**src/rtl/led_matrix_pkg.sv**
```systemverilog
// Shared definitions for the iceFUN 8x4 LED matrix scanner.
//   NUM_COLS / NUM_ROWS : matrix geometry
//   col_t / row_t       : column index and row pattern types
//   scan_state_e        : per-column scan phase (blanking or driving)
package led_matrix_pkg;

    localparam int NUM_COLS = 4;
    localparam int NUM_ROWS = 8;

    typedef logic [1:0]          col_t;
    typedef logic [NUM_ROWS-1:0] row_t;

    typedef enum logic {
        ST_BLANK = 1'b0,
        ST_DRIVE = 1'b1
    } scan_state_e;

endpackage

```
**src/rtl/led_frame_buffer.sv**
```systemverilog
// Double-buffered column store for the LED matrix.
//   clock, reset       : system clock, async active-high reset (clears both buffers)
//   wr_en/wr_col/wr_data : client write into the back buffer
//   frame_end          : high on the last (col 3, last slot) scan cycle
//   swap_req           : level request; copies back -> front at frame_end
//   rd_col / rd_data   : combinational read of the front buffer for the scanner
//   swap_ack           : one-cycle pulse, aligned with the scanner's frame_start
module led_frame_buffer
    import led_matrix_pkg::*;
(
    input  logic       clock,
    input  logic       reset,
    input  logic       wr_en,
    input  logic [1:0] wr_col,
    input  logic [7:0] wr_data,
    input  logic       frame_end,
    input  logic       swap_req,
    input  logic [1:0] rd_col,
    output logic [7:0] rd_data,
    output logic       swap_ack
);

    row_t back_q  [NUM_COLS];
    row_t front_q [NUM_COLS];
    logic swap_go;
    logic swap_done_q;
    logic swap_ack_q;

    assign swap_go = frame_end & swap_req;

    // NOTE: the buffers are small flop arrays, so they take the async reset
    // like everything else; a RAM-style array without reset would show stale
    // patterns after reset.
    always_ff @(posedge clock or posedge reset) begin
        if (reset) begin
            for (int i = 0; i < NUM_COLS; i++) begin
                back_q[i]  <= '0;
                front_q[i] <= '0;
            end
            swap_done_q <= 1'b0;
            swap_ack_q  <= 1'b0;
        end else begin
            // NOTE: non-blocking assignments mean the copy below sees back_q as
            // it was before this cycle's write, so a same-cycle write stays in
            // the back buffer only.
            if (swap_go) begin
                for (int i = 0; i < NUM_COLS; i++) begin
                    front_q[i] <= back_q[i];
                end
            end
            if (wr_en) begin
                back_q[wr_col] <= wr_data;
            end
            // Two stages: the scanner's registered outputs show column 0 slot 0
            // two cycles after frame_end, and the ack is aligned with that.
            swap_done_q <= swap_go;
            swap_ack_q  <= swap_done_q;
        end
    end

    assign rd_data  = front_q[rd_col];
    assign swap_ack = swap_ack_q;

endmodule

```
**src/rtl/led_matrix_scanner.sv**
```systemverilog
// Time-multiplexed scan controller for the iceFUN 8x4 LED matrix.
//   clock, reset       : 12 MHz clock, async active-high reset
//   wr_en/wr_col/wr_data : back-buffer writes (bit i = row i, 1 = lit)
//   swap_req/swap_ack  : frame-synchronous back -> front swap handshake
//   brightness         : n/16 PWM duty inside each column's drive window
//   frame_start        : pulse when outputs begin column 0 blanking
//   led / lcol         : active-low row drivers and column selects (registered)
// Each column spends DWELL cycles: BLANK cycles all-off, then the drive window.
module led_matrix_scanner
    import led_matrix_pkg::*;
#(
    parameter int DWELL = 3000,
    parameter int BLANK = 16
) (
    input  logic       clock,
    input  logic       reset,
    input  logic       wr_en,
    input  logic [1:0] wr_col,
    input  logic [7:0] wr_data,
    input  logic       swap_req,
    output logic       swap_ack,
    input  logic [3:0] brightness,
    output logic       frame_start,
    output logic [7:0] led,
    output logic [3:0] lcol
);

    localparam int SLOT_W = $clog2(DWELL);
    localparam logic [SLOT_W-1:0] SLOT_LAST  = SLOT_W'(DWELL - 1);
    localparam logic [SLOT_W-1:0] BLANK_LAST = SLOT_W'(BLANK - 1);

    logic [SLOT_W-1:0] slot_q, slot_d;
    col_t              col_q, col_d;
    scan_state_e       state_q, state_d;
    logic [3:0]        phase_q, phase_d;
    logic [3:0]        bri_q, bri_d;
    logic [7:0]        led_q, led_d;
    logic [3:0]        lcol_q, lcol_d;
    logic              frame_start_q, frame_start_d;

    logic last_slot;
    logic last_blank;
    logic frame_end;
    row_t front_col;

    assign last_slot  = (slot_q == SLOT_LAST);
    assign last_blank = (slot_q == BLANK_LAST);
    assign frame_end  = last_slot && (col_q == col_t'(NUM_COLS - 1));

    led_frame_buffer u_buf (
        .clock    (clock),
        .reset    (reset),
        .wr_en    (wr_en),
        .wr_col   (wr_col),
        .wr_data  (wr_data),
        .frame_end(frame_end),
        .swap_req (swap_req),
        .rd_col   (col_q),
        .rd_data  (front_col),
        .swap_ack (swap_ack)
    );

    // NOTE: every output of this block gets a default first, so no path
    // leaves a variable unassigned and no latch is inferred.
    always_comb begin
        slot_d        = last_slot ? '0 : slot_q + 1'b1;
        col_d         = last_slot ? col_q + 1'b1 : col_q;
        bri_d         = last_blank ? brightness : bri_q;
        frame_start_d = (col_q == '0) && (slot_q == '0);

        state_d = state_q;
        if (last_slot) begin
            state_d = ST_BLANK;
        end else if (last_blank) begin
            state_d = ST_DRIVE;
        end

        // Holding the phase at zero while blanking gives a cleared phase on
        // the first drive cycle.
        phase_d = (state_q == ST_DRIVE) ? phase_q + 4'd1 : 4'd0;

        lcol_d = 4'hF;
        led_d  = 8'hFF;
        if (state_q == ST_DRIVE) begin
            lcol_d = ~(4'b0001 << col_q);
            if (phase_q < bri_q) begin
                led_d = ~front_col;
            end
        end
    end

    always_ff @(posedge clock or posedge reset) begin
        if (reset) begin
            slot_q        <= '0;
            col_q         <= '0;
            state_q       <= ST_BLANK;
            phase_q       <= '0;
            bri_q         <= '0;
            led_q         <= 8'hFF;
            lcol_q        <= 4'hF;
            frame_start_q <= 1'b0;
        end else begin
            slot_q        <= slot_d;
            col_q         <= col_d;
            state_q       <= state_d;
            phase_q       <= phase_d;
            bri_q         <= bri_d;
            led_q         <= led_d;
            lcol_q        <= lcol_d;
            frame_start_q <= frame_start_d;
        end
    end

    assign led         = led_q;
    assign lcol        = lcol_q;
    assign frame_start = frame_start_q;

endmodule

```
**config.mk**
```make
export PLATFORM = sky130hd
export DESIGN_NAME = led_matrix_scanner
export DESIGN_NICKNAME = d
export VERILOG_FILES = /design/src/rtl/led_matrix_pkg.sv /design/src/rtl/led_frame_buffer.sv /design/src/rtl/led_matrix_scanner.sv
export SDC_FILE = /design/constraint.sdc
export NUM_CORES = 1
export LEC_CHECK = 0
export CAP_MARGIN = 20
export CORE_MARGIN = 5
export CORE_UTILIZATION = 52
export CTS_CLUSTER_DIAMETER = 50
export DETAILED_ROUTE_END_ITERATION = 10
export PLACE_DENSITY = 0.75
export SYNTH_ARGS = -nofsm -noshare
export SYNTH_HDL_FRONTEND = slang
export SYNTH_HIERARCHICAL = 1
export SYNTH_SLANG_ARGS = --single-unit
```
**constraint.sdc**
```tcl
create_clock -name clock -period 2.1 [get_ports clock]
set_clock_uncertainty 0.1 [all_clocks]
set_input_delay 0.315 -clock clock [delete_from_list [all_inputs] [get_ports clock]]
set_output_delay 0.315 -clock clock [all_outputs]
set_load 0.05 [all_outputs]
```
# After elaboration in Yosys (flattened, before gate mapping)
# Cells that the tools add are included.
[totals]
out_inout_bits = 14
ff_bits = 102
word_cells = 53
input_bits = 18
[op_classes]
mux = 13
shifts = 1
n_bitwise = 5
reduce_logical = 6
n_lt_le_gt_ge = 4
n_addsub = 3
eq_ne = 3
[ops]
columns = ["cell", "n"]
rows = [
  ["$mux 8", 5],
  ["$bwmux 32", 1],
  ["$bmux 8 s2", 1],
  ["$demux 8 s2", 1],
  ["$add 12x1->12 const B", 1],
  ["$eq 12x12->1 const B", 1],
  ["$eq 12x4->1 const B", 1],
  ["$logic_not 12->1", 1],
  ["$mux 12", 1],
  ["$mux 4", 2],
  ["$not 8->8", 1],
  ["$ge 3x3->1 const B", 2],
  ["$not 2->3", 2],
  ["$add 4x1->4 const B", 1],
  ["$lt 4x4->1", 1],
  ["$not 4->4", 1],
  ["$shl 1x2->4 const A", 1],
  ["$logic_and 1x1->1", 3],
  ["$lt 3x1->1 const B", 1],
  ["$add 2x1->2 const B", 1],
  ["$eq 2x2->1 const B", 1],
  ["$logic_not 2->1", 1],
  ["$mux 1", 2],
  ["$reduce_bool 2->1", 1],
  ["$and 1x1->1", 1],
]

# Depth between registers and ports, before layout
[depth]
depth_word = 7
depth_mapped = 8
mapped_depth_nobuf = 6

# Hierarchy
# Netlist, hierarchy kept.
[by_module_without_submodules]
columns = ["mod", "cells_each", "seq_area_each_um2", "area_per_inst_um2", "n_inst"]
rows = [
  ["led_frame_buffer", 150, 1651.6, 2640.0, 1],
  ["led_matrix_scanner", 137, 915.9, 1625.3, 1],
]

# Least setup slack after synthesis
# Ideal clock, no wire load.
[synth_timing]
kind = "register to register"
start = "reg slot_q[3]"
end = "reg u_buf/front_q[0] (netlist bit)"
stages_incl_launch_ff = 9
n_path_buf = 3
period_less_slack_ns = 2.309
setup_time_ns = 0.125
t_arrival_ns = 2.084
path_slack_ns = -0.209
t_required_ns = 1.875
cell_sequence = "dfrtp_1 > buf_6 > or4b_4 > nor3_4 > buf_6 > and2_1 > nand2_1 > buf_2 > mux2_2"
[synth_between]
elab_chain_cells = 3
[synth_lines]
columns = ["item", "line", "text"]
rows = [
  ["start: declaration", "led_matrix_scanner.sv:32", "logic [SLOT_W-1:0] slot_q, slot_d;"],
  ["start signal: assignment", "led_matrix_scanner.sv:103", "slot_q <= slot_d;"],
  ["$eq 12x12->1", "led_matrix_scanner.sv:46", "assign last_slot = (slot_q == SLOT_LAST);"],
  ["$logic_and 1x1->1", "led_matrix_scanner.sv:48", "assign frame_end = last_slot && (col_q == col_t'(NUM_COLS - 1));"],
  ["via frame_end", "led_matrix_scanner.sv:43", "logic frame_end;"],
  ["$and 1x1->1", "led_frame_buffer.sv:29", "assign swap_go = frame_end & swap_req;"],
  ["end signal: indexed assignment", "led_frame_buffer.sv:48", "front_q[i] <= back_q[i];"],
  ["end: declaration", "led_frame_buffer.sv:24", "row_t front_q [NUM_COLS];"],
]
# The timed path passes the listed nets, and every way through them passes these cells.
# A chain may end at the register's enable or synchronous reset.

# Final worst setup path
[layout_timing]
start = "reg slot_q[10]"
end = "reg u_buf/front_q[5] (netlist bit)"
# Same word-level chain as after synthesis.

==> flow_summary.toml <==
[status]
status = "completed"

[global_routing]
track_usage_pct = 16.9
antenna_found_initial = 0
grt-busiest-layer = "met2"
use_met2_pct = 28.0
overflow = 0
grt_pass1_wl_mm = 13.2
grt_max_degree = 67
first_global_vias = 2635
grt_use_met3_pct = 4.98
grtUsageMet1_pct = 22.3

[detailed_routing]
routed-via-count = 2436
wirelength_mm = 7.52
drc_errors = 0
avgRoutedWirePerCell_um = 17.0
detail_route.vias_per_cell = 5.50
drt_iter0_drc = 76
drtAntennaViolNets = 0
firstDrtPassIters = 4

[synth]
synth_warnings = 6
ys_ff_latch = 102
synth_top_area_cell = "dfrtp_1"
synthDistinctLibCells = 36
synth_area_leaders = "dfrtp_1, mux2_2, dfstp_2"
synth.top_cell.area_share_pct = 52.8
syn_nets = 315
seq_area_frac_synth_pct = 60.2
synth_area_um2 = 4270
syn_area_per_cell_um2 = 14.9
syn_inst = 287

[critical_path]
cpPeakStageDelay_ns = 0.56
worst_setup_path_start_kind = "flop"
critPathSlowestCell = "or4b_4"
cp_max_fo = 33
worstPathArrival_ns = 2.13
cp-startpoint = "slot_q[10]"
crit_path_end_kind = "flop"
crit_type = "reg -> reg"
path_cells = "or4b_4, nor3_4, and2_4, nand2_8, mux2_2"
r2r_start = "slot_q[10]"
cp.required_ns = 2.24

[timing]
finalSetupViolations = 0
hold_viol = 0
min_period_ns = 2.00
fin_crit_sh_pct = 95.1
fmax_mhz = 501
drv_slew = 0
rsz0062_at_grt = "no"
worst_slew_pin_slew_ns = 0.608
slew_headroom_pct = 59.5

[die]
std_cell_rows = 33
die_h_um = 101
core_area_um2 = 8090
start_util_pct = 52.7
die_width_um = 101
ios = 32
dieArea_um2 = 10100

[run]
maxCapViolations = 0

[final_layout]
fin_cells = 443
final_common_cell = "dfrtp_1"
syn_to_final_growth_pct = 17.0
num_antenna_cells = 0
filler_cell_count = 640
final_net_count = 362
drive_gt1_share_pct = 37.9
final_cell_mix = "dfrtp_1, mux2_2, clkdlybuf4s50_1"
stdcell_area_um2 = 4990

[pwr]
p_leak_nw = 2.28
power_density_nw_per_um2 = 746
peakVddDrop_uv = 502

[clock_tree]
htreeDepth = 3
cts_tree = "built"
cts_hold_buf = 0
path_clk_slew_ns = 0.10
postCtsSetupBuffers = 0
cts_sinks = 102
cts_inserted_buffers = 9
cts-root-buf = "clkbuf_8"
worst_skew_pair.late_latency_ns = 0.36
clk_path_buf_depth = 2

[placement]
placed_area_um2 = 4780
io_buffers = 31
hpwl_mm = 5.02
place_congestion = 0.771
dp.cells = 428

[min_path]
min_path_type = "in -> async"
-- area by class of cell --
cell class              instances  area [um^2]  share of cell area, %
repair buffers                 45          413                   8.27
multi-input cells             164         1620                   32.4
well taps                     105          131                   2.63
flip-flops and latches        102         2570                   51.4
clock buffers                  10          138                   2.76
clock inverters                 5         82.6                   1.65
inverters                      12         45.0                  0.902
-- power breakdown --
group | switching (W) | total (W) | internal, W
logic | 0.0000970 | 0.000231 | 0.000134
clock network | 0.000650 | 0.00135 | 0.000702
registers | 0.0000570 | 0.00214 | 0.00208
-- path summary, 6_finish.rpt --
check	slack [ns]	cells after the start	end
setup / recovery	0.10	5	u_buf/front_q[5]
max in group asynchronous	1.26	3	led[4]
setup reg to reg	0.10	5	u_buf/front_q[5]
min in group clock	0.27	0	u_buf/swap_ack
hold / removal	0.26	3	u_buf/back_q[18]
hold reg to reg	0.27	0	u_buf/swap_ack
-- logic make-up after synthesis --
group           share of synthesized area, %
fa+ha+maj                               2.93
xor+xnor                                1.64
mux                                     22.4
flops                                   60.2
buf+inv                                 2.38
simple gates                            7.10
compound gates                          3.31
-- sequential cells by signal (all words and copies together) (netlist names) --
register,flops
bri_q,4
col_q,2
frame_start,1
lcol,4
led,8
phase_q,4
slot_q,12
state_q,1
u_buf/back_q,32
u_buf/front_q,32
u_buf/swap_ack,1
u_buf/swap_done_q,1
-- worst max-delay path: cells and delay by family (launching register included) --
family / cells / cell delay (ns)
AND/OR/NAND/NOR: 4 / 1.05
multiplexers: 1 / 0.33
flip-flops: 1 / 0.38
-- cells in the mapped netlist, drive strengths merged --
cell,count
nand2,11
dfstp,12
nand4,6
nand2b,1
xor2,4
a21oi,5
a211oi,1
and3,1
or4,2
nand3,7
o221ai,2
and2,3
ha,10
and2b,1
mux2,69
buf,8
o211ai,8
o31ai,1
nor3,2
dfrtp,90
clkbuf,1
nor2,6
nand3b,2
a21o,1
xnor2,4
nor4,3
o21ai,2
nor3b,1
mux4,8
inv,12
or3,2
or4b,1
-- per-stage QoR --
step | hold WS, ns | setup WS [ns] | power, W | util [%] | TNS [ns]
floorplan | 0.231 | -0.0160 | 0.00232 | - | -0.455
global placement | 0.236 | 0.0657 | 0.00240 | 59.0 | 0
detailed placement | 0.237 | 0.0418 | 0.00242 | 59.0 | 0
CTS | 0.261 | 0.0228 | 0.00378 | 61.6 | 0
global route | 0.269 | 0.0473 | 0.00390 | 61.7 | 0
finish | 0.260 | 0.103 | 0.00372 | 61.7 | 0
-- metal layers --
layer	share of wire (%)	vias up
met5	0	-
met1	45	1253
met4	0.93	0
met3	4.2	7
met2	50	42
li1	-	1134
-- repair_timing --
| item | 4_1_cts | 5_1_grt |
|---|---|---|
| setup endpoints to repair | 12 | 32 |
| gates cloned | 0 | 0 |
| gates resized for setup | 12 | 1 |
Power figures use the tool's default switching activity.
==> patch 1, RTL diff (same settings) <==
The parameter `DWELL` goes from 3000 to 1500.
--- a/src/rtl/led_matrix_scanner.sv
+++ b/src/rtl/led_matrix_scanner.sv
@@ -10,5 +10,5 @@
     import led_matrix_pkg::*;
 #(
-    parameter int DWELL = 3000,
+    parameter int DWELL = 1500,
     parameter int BLANK = 16
 ) (
Check against the original RTL: no difference found for any inputs over 10 cycles, from zero or initial values and one cycle with reset high; that may be too few to reach the edited logic, so the function may still have changed.
==> patch 1 against the original RTL <==
Setup slack better by 74 ps; synthesized area down 1.2%; design area down 0.33%; die area down 1.1%; global-route usage down 0.77 points; highest routed layer unchanged; sequential cell count down 1; total power down 1.2%; hold slack worse by 4.2 ps; sequential share of layout area down 0.33 points; critical path type unchanged; routed wire length down 4.3%.
==> patch 1: results (changes against the original RTL) <==
[place]
dpl.hpwl_um = 5050  ; +0.69%
place.gp.congestion = 0.883  ; +15%
placed_area_um2 = 4760  ; -0.39%

[yosys]
ys_warn_count = 6  ; unchanged
synth_common_cells = 89 x dfrtp_1, 69 x mux2_2, 12 x dfstp_2, 12 x inv_1, 11 x nand2_1
yosysSeqAreaShare_pct = 60.4  ; +0.16 points
synth.area.top_cells = dfrtp_1 53%, mux2_2 18%, dfstp_2 7.5%, mux4_2 4.3%, ha_1 3.0%
synth_cell_types = 35  ; -2.8%
syn_nets = 310  ; -1.6%

[worst_setup_path]
arrival_ps = 2070  ; -60 ps
critPathMaxStageDelay_ps = 400  ; -160 ps
critPathSlowestCell = dfrtp_1
path_delay_family = simple AND/OR/NAND/NOR gates

[detailed_routing]
routed_wl_um = 7190  ; -4.3%
dr.pass1.iters = 5  ; +1
avgViaCountPerCell = 5.50  ; about the same
dr.first_iter.drc_count = 46  ; -39%

[grt]
grt_pass1_vias = 2530  ; -4.0%
use_met2_pct = 26.7  ; -1.3 points
met1_usage_pct = 20.4  ; -1.9 points
grt_usage_pct = 16.2  ; -0.77 points
grt_pass1_wl_um = 12400  ; -6.1%
grt_use_met3_pct = 5.42  ; +0.44 points

[clocking]
cts_inserted_buffers = 9  ; unchanged
worstSkewPairLatency_ps = 360  ; about the same

[power_and_ir_drop]
leakagePower_nw = 2.25  ; -1.6%
ir_drop_uv = 394  ; -22%

[finish]
drive_above_1_share_pct = 38.3  ; +0.48 points
n_fill_cell = 603  ; -5.8%
reg.largest.list = u_buf/back_q x32, u_buf/front_q x32, slot_q x11

[hold_path]
hp-class = flip-flop to flip-flop

[status]
status = completed

[sta]
worst_slew_pin_slew_ps = 591  ; -17.4 ps

[patch 1: changes by cell type in the layout (fill, tap and decap cells not counted), sizes merged, moves of 2 or more]
cell and delta:
buf +2, clkinvlp +2, nand4 -4, nor2 +4, o221ai -2
[patch 1: kinds of logic (layout without fill, tap and decap cells)]
family | after synthesis | after routing | share of synthesized area [%]
simple gates | 49 | 49 | 7.45
flops | 101 | 101 | 60.4
buf+inv | 18 | 75 | 1.93
mux | 77 | 77 | 22.7
compound gates | 19 | 19 | 2.91
xor+xnor | 8 | 8 | 1.66
fa+ha+maj | 10 | 10 | 2.97
[patch 1: what timing repair did]
action / CTS / global route
cloned: 0 / 0
setup endpoints to repair: 11 / 21
gates resized for setup: 11 / 2
[patch 1: final timing paths]
| path | start | end | slack (ps) | cells after the start |
|---|---|---|---|---|
| setup / recovery | slot_q[0]$_DFF_PP0_ | u_buf/front_q[7]$_DFFE_PP0P_ | 180 | 7 |
| hold / removal | u_buf/swap_done_q$_DFF_PP0_ | u_buf/swap_ack$_DFF_PP0_ | 260 | 0 |
| setup reg to reg | slot_q[0]$_DFF_PP0_ | u_buf/front_q[7]$_DFFE_PP0P_ | 180 | 7 |
| hold reg to reg | u_buf/swap_done_q$_DFF_PP0_ | u_buf/swap_ack$_DFF_PP0_ | 260 | 0 |
| max in group asynchronous | reset | lcol[3]$_DFF_PP1_ | 1260 | 3 |
| min in group asynchronous | reset | u_buf/front_q[7]$_DFFE_PP0P_ | 270 | 3 |
[patch 1: worst register-to-register path, stage by stage (launching register included)]
cell	delay, ps
dfrtp_1	400
ha_1	180
nand2_1	110
nor4_2	310
and2_1	170
nand2_1	80
buf_12	180
mux2_2	290
[patch 1: final cells by class]
cell class | count | area share, %
Clock buffer | 9 | 2.49
Timing Repair Buffer | 47 | 8.93
Inverter | 12 | 0.905
Multi-Input combinational cell | 163 | 32.1
Tap cell | 102 | 2.56
Clock inverter | 7 | 1.96
Sequential cell | 101 | 51.1
[patch 1: routing by layer]
layer  share of wire (%)  up-vias
li1                    -     1117
met1                  44     1253
met2                  50       48
met3                 5.5        6
met4                 1.0        0
met5                   0        -
[patch 1: report_power, final]
group	switching, mW	leakage [nW]	internal (mW)
Combinational	0.0961	0.871	0.134
Sequential	0.0553	1.27	2.06
Clock	0.655	0.106	0.675
[patch 1: per-stage QoR]
step	util (%)	setup slack [ps]	cells	total power, mW	hold slack [ps]
global route	63.7	64.2	441	3.84	265
global placement	61.0	196	425	2.38	235
floorplan	-	30.2	282	2.30	231
CTS	63.6	0.209	441	3.73	261
finish	63.7	176	441	3.68	256
detailed placement	61.0	135	425	2.40	238
==> patch 2, RTL diff (config.mk and constraints unchanged) <==
Without the edit above. Reset style: synchronous (`reset`), changed in 2 clocked blocks. Comments in the files are not updated.
--- a/src/rtl/led_frame_buffer.sv
+++ b/src/rtl/led_frame_buffer.sv
@@ -32,5 +32,5 @@
     // like everything else; a RAM-style array without reset would show stale
     // patterns after reset.
-    always_ff @(posedge clock or posedge reset) begin
+    always_ff @(posedge clock) begin
         if (reset) begin
             for (int i = 0; i < NUM_COLS; i++) begin
--- a/src/rtl/led_matrix_scanner.sv
+++ b/src/rtl/led_matrix_scanner.sv
@@ -90,5 +90,5 @@
     end
 
-    always_ff @(posedge clock or posedge reset) begin
+    always_ff @(posedge clock) begin
         if (reset) begin
             slot_q        <= '0;
Behaviour: differs if reset is asserted again (counterexample within 4 cycles, from zero or initial values and one cycle with reset high); with reset held inactive, the same outputs for 10 cycles.
==> patch 2 against the original RTL <==
Sequential cell count unchanged; setup slack improved by 92 ps; routed wire length decreased by 11%; synthesized area decreased by 1.1%; total power decreased by 7.9%; design area decreased by 1.3%; first-iteration DRC count decreased by 36%; largest power group unchanged; critical endpoint is now u_buf/front_q[0][5]$_SDFFCE_PN0P_.
==> patch 2: results (changes against the original RTL) <==
[detailed_routing]
avgViaCountPerCell = 5.23  ; -4.8%
routed_wl_um = 6690  ; -11%
dr.first_iter.drc_count = 49  ; -36%

[worst_setup_path]
arrival_ps = 2020  ; -110 ps
crit_start = slot_q[1]$_SDFF_PP0_
crit_type = flip-flop to flip-flop

[sta]
setup_tns_ps = 0  ; unchanged
slew_headroom_pct = 52.9  ; -6.5 points

[finish]
nets = 390  ; +7.7%
diodes = 0  ; unchanged
drive_above_1_share_pct = 14.4  ; -23 points

[yosys]
synth_cell_types = 47  ; +31%
synth_common_cells = 65 x and2_1, 64 x edfxtp_1, 38 x dfxtp_1, 14 x nand2_1, 11 x inv_1
synth.area.top_cells = edfxtp_1 46%, dfxtp_1 18%, and2_1 9.6%, mux4_2 4.3%, ha_1 3.0%
yosysSeqAreaShare_pct = 63.6  ; +3.4 points
syn_nets = 338  ; +7.3%
synth_edf_count = 64  ; +64
synth-async-reset-ratio_pct = 0  ; -100 points

[grt]
grt_usage_pct = 14.4  ; -2.6 points
grt_start_max_net_pins = 34  ; -49%
grt_pass1_wl_um = 11300  ; -15%
grt_pass1_vias = 2376  ; -9.8%

[power_and_ir_drop]
leakagePower_nw = 1.73  ; -24%
ir_drop_uv = 369  ; -27%

[hold_path]
hp-class = flip-flop to flip-flop

[place]
placed_area_um2 = 4760  ; -0.34%
dpl.hpwl_um = 5000  ; -0.30%
place_ws_ps = 150  ; +108 ps
place.gp.congestion = 0.786  ; +1.9%

[status]
status = completed

[clocking]
post_cts_resized = 0  ; -12

[patch 2: changes by cell type after synthesis, sizes merged, moves of 3 or more]
cell,unedited run,this run
a21oi,5,9
and2,3,65
buf,8,4
dfrtp,90,0
dfstp,12,0
dfxtp,0,38
edfxtp,0,64
mux2,69,0
mux2i,0,4
nand2,11,14
nor2,6,10
o21ai,2,5
o31ai,1,6
or4,2,5
[patch 2: metal layers]
layer,track usage (%),wire (um)
met4,4.46,82
met5,0,0
met1,17.4,2920
met3,4.17,311
met2,24.8,3370
[patch 2: report_power, final]
part           total, mW  switching [mW]  internal [mW]
Clock               1.03           0.605          0.421
Sequential          2.24          0.0259           2.21
Combinational      0.167          0.0824         0.0848
[patch 2: path summary, 6_finish.rpt]
kind,slack [ps],cells past startpoint,end
hold / removal,360,2,bri_q[1]$_SDFFE_PP0N_
setup reg to reg,190,6,u_buf/front_q[0][5]$_SDFFCE_PN0P_
hold reg to reg,360,2,bri_q[1]$_SDFFE_PP0N_
setup / recovery,190,6,u_buf/front_q[0][5]$_SDFFCE_PN0P_
[patch 2: metrics by stage]
stage               hold WS (ps)  cells
floorplan                    284    310
global placement             342    453
detailed placement           346    453
CTS                          364    469
global route                 382    469
finish                       363    469
[patch 2: kinds of logic after synthesis]
kind of cell               share of synthesized area [%]
and+or+nand+nor                                     19.3
DFF                                                 63.6
AOI/OAI and AO/OA                                   5.67
buffers and inverters                               2.17
muxes                                               5.22
adders and majority gates                           2.97
xor gates and xnor gates                            1.04
[patch 2: final cells by class]
| type | count | area, um^2 |
|---|---|---|
| multi-input combinational | 189 | 1440 |
| fill | 595 | 2880 |
| clock buffer | 9 | 124 |
| tap | 102 | 128 |
| inverter | 12 | 45.0 |
| timing repair buffer | 48 | 463 |
| sequential | 102 | 2680 |
| clock inverter | 7 | 40.0 |
[patch 2: critical path: stages, from the launching register on]
cell and delay (ps):
dfxtp_1 390, ha_1 200, nand4bb_1 150, nor4_1 360, and3b_2 270, buf_12 150, and2_1 160
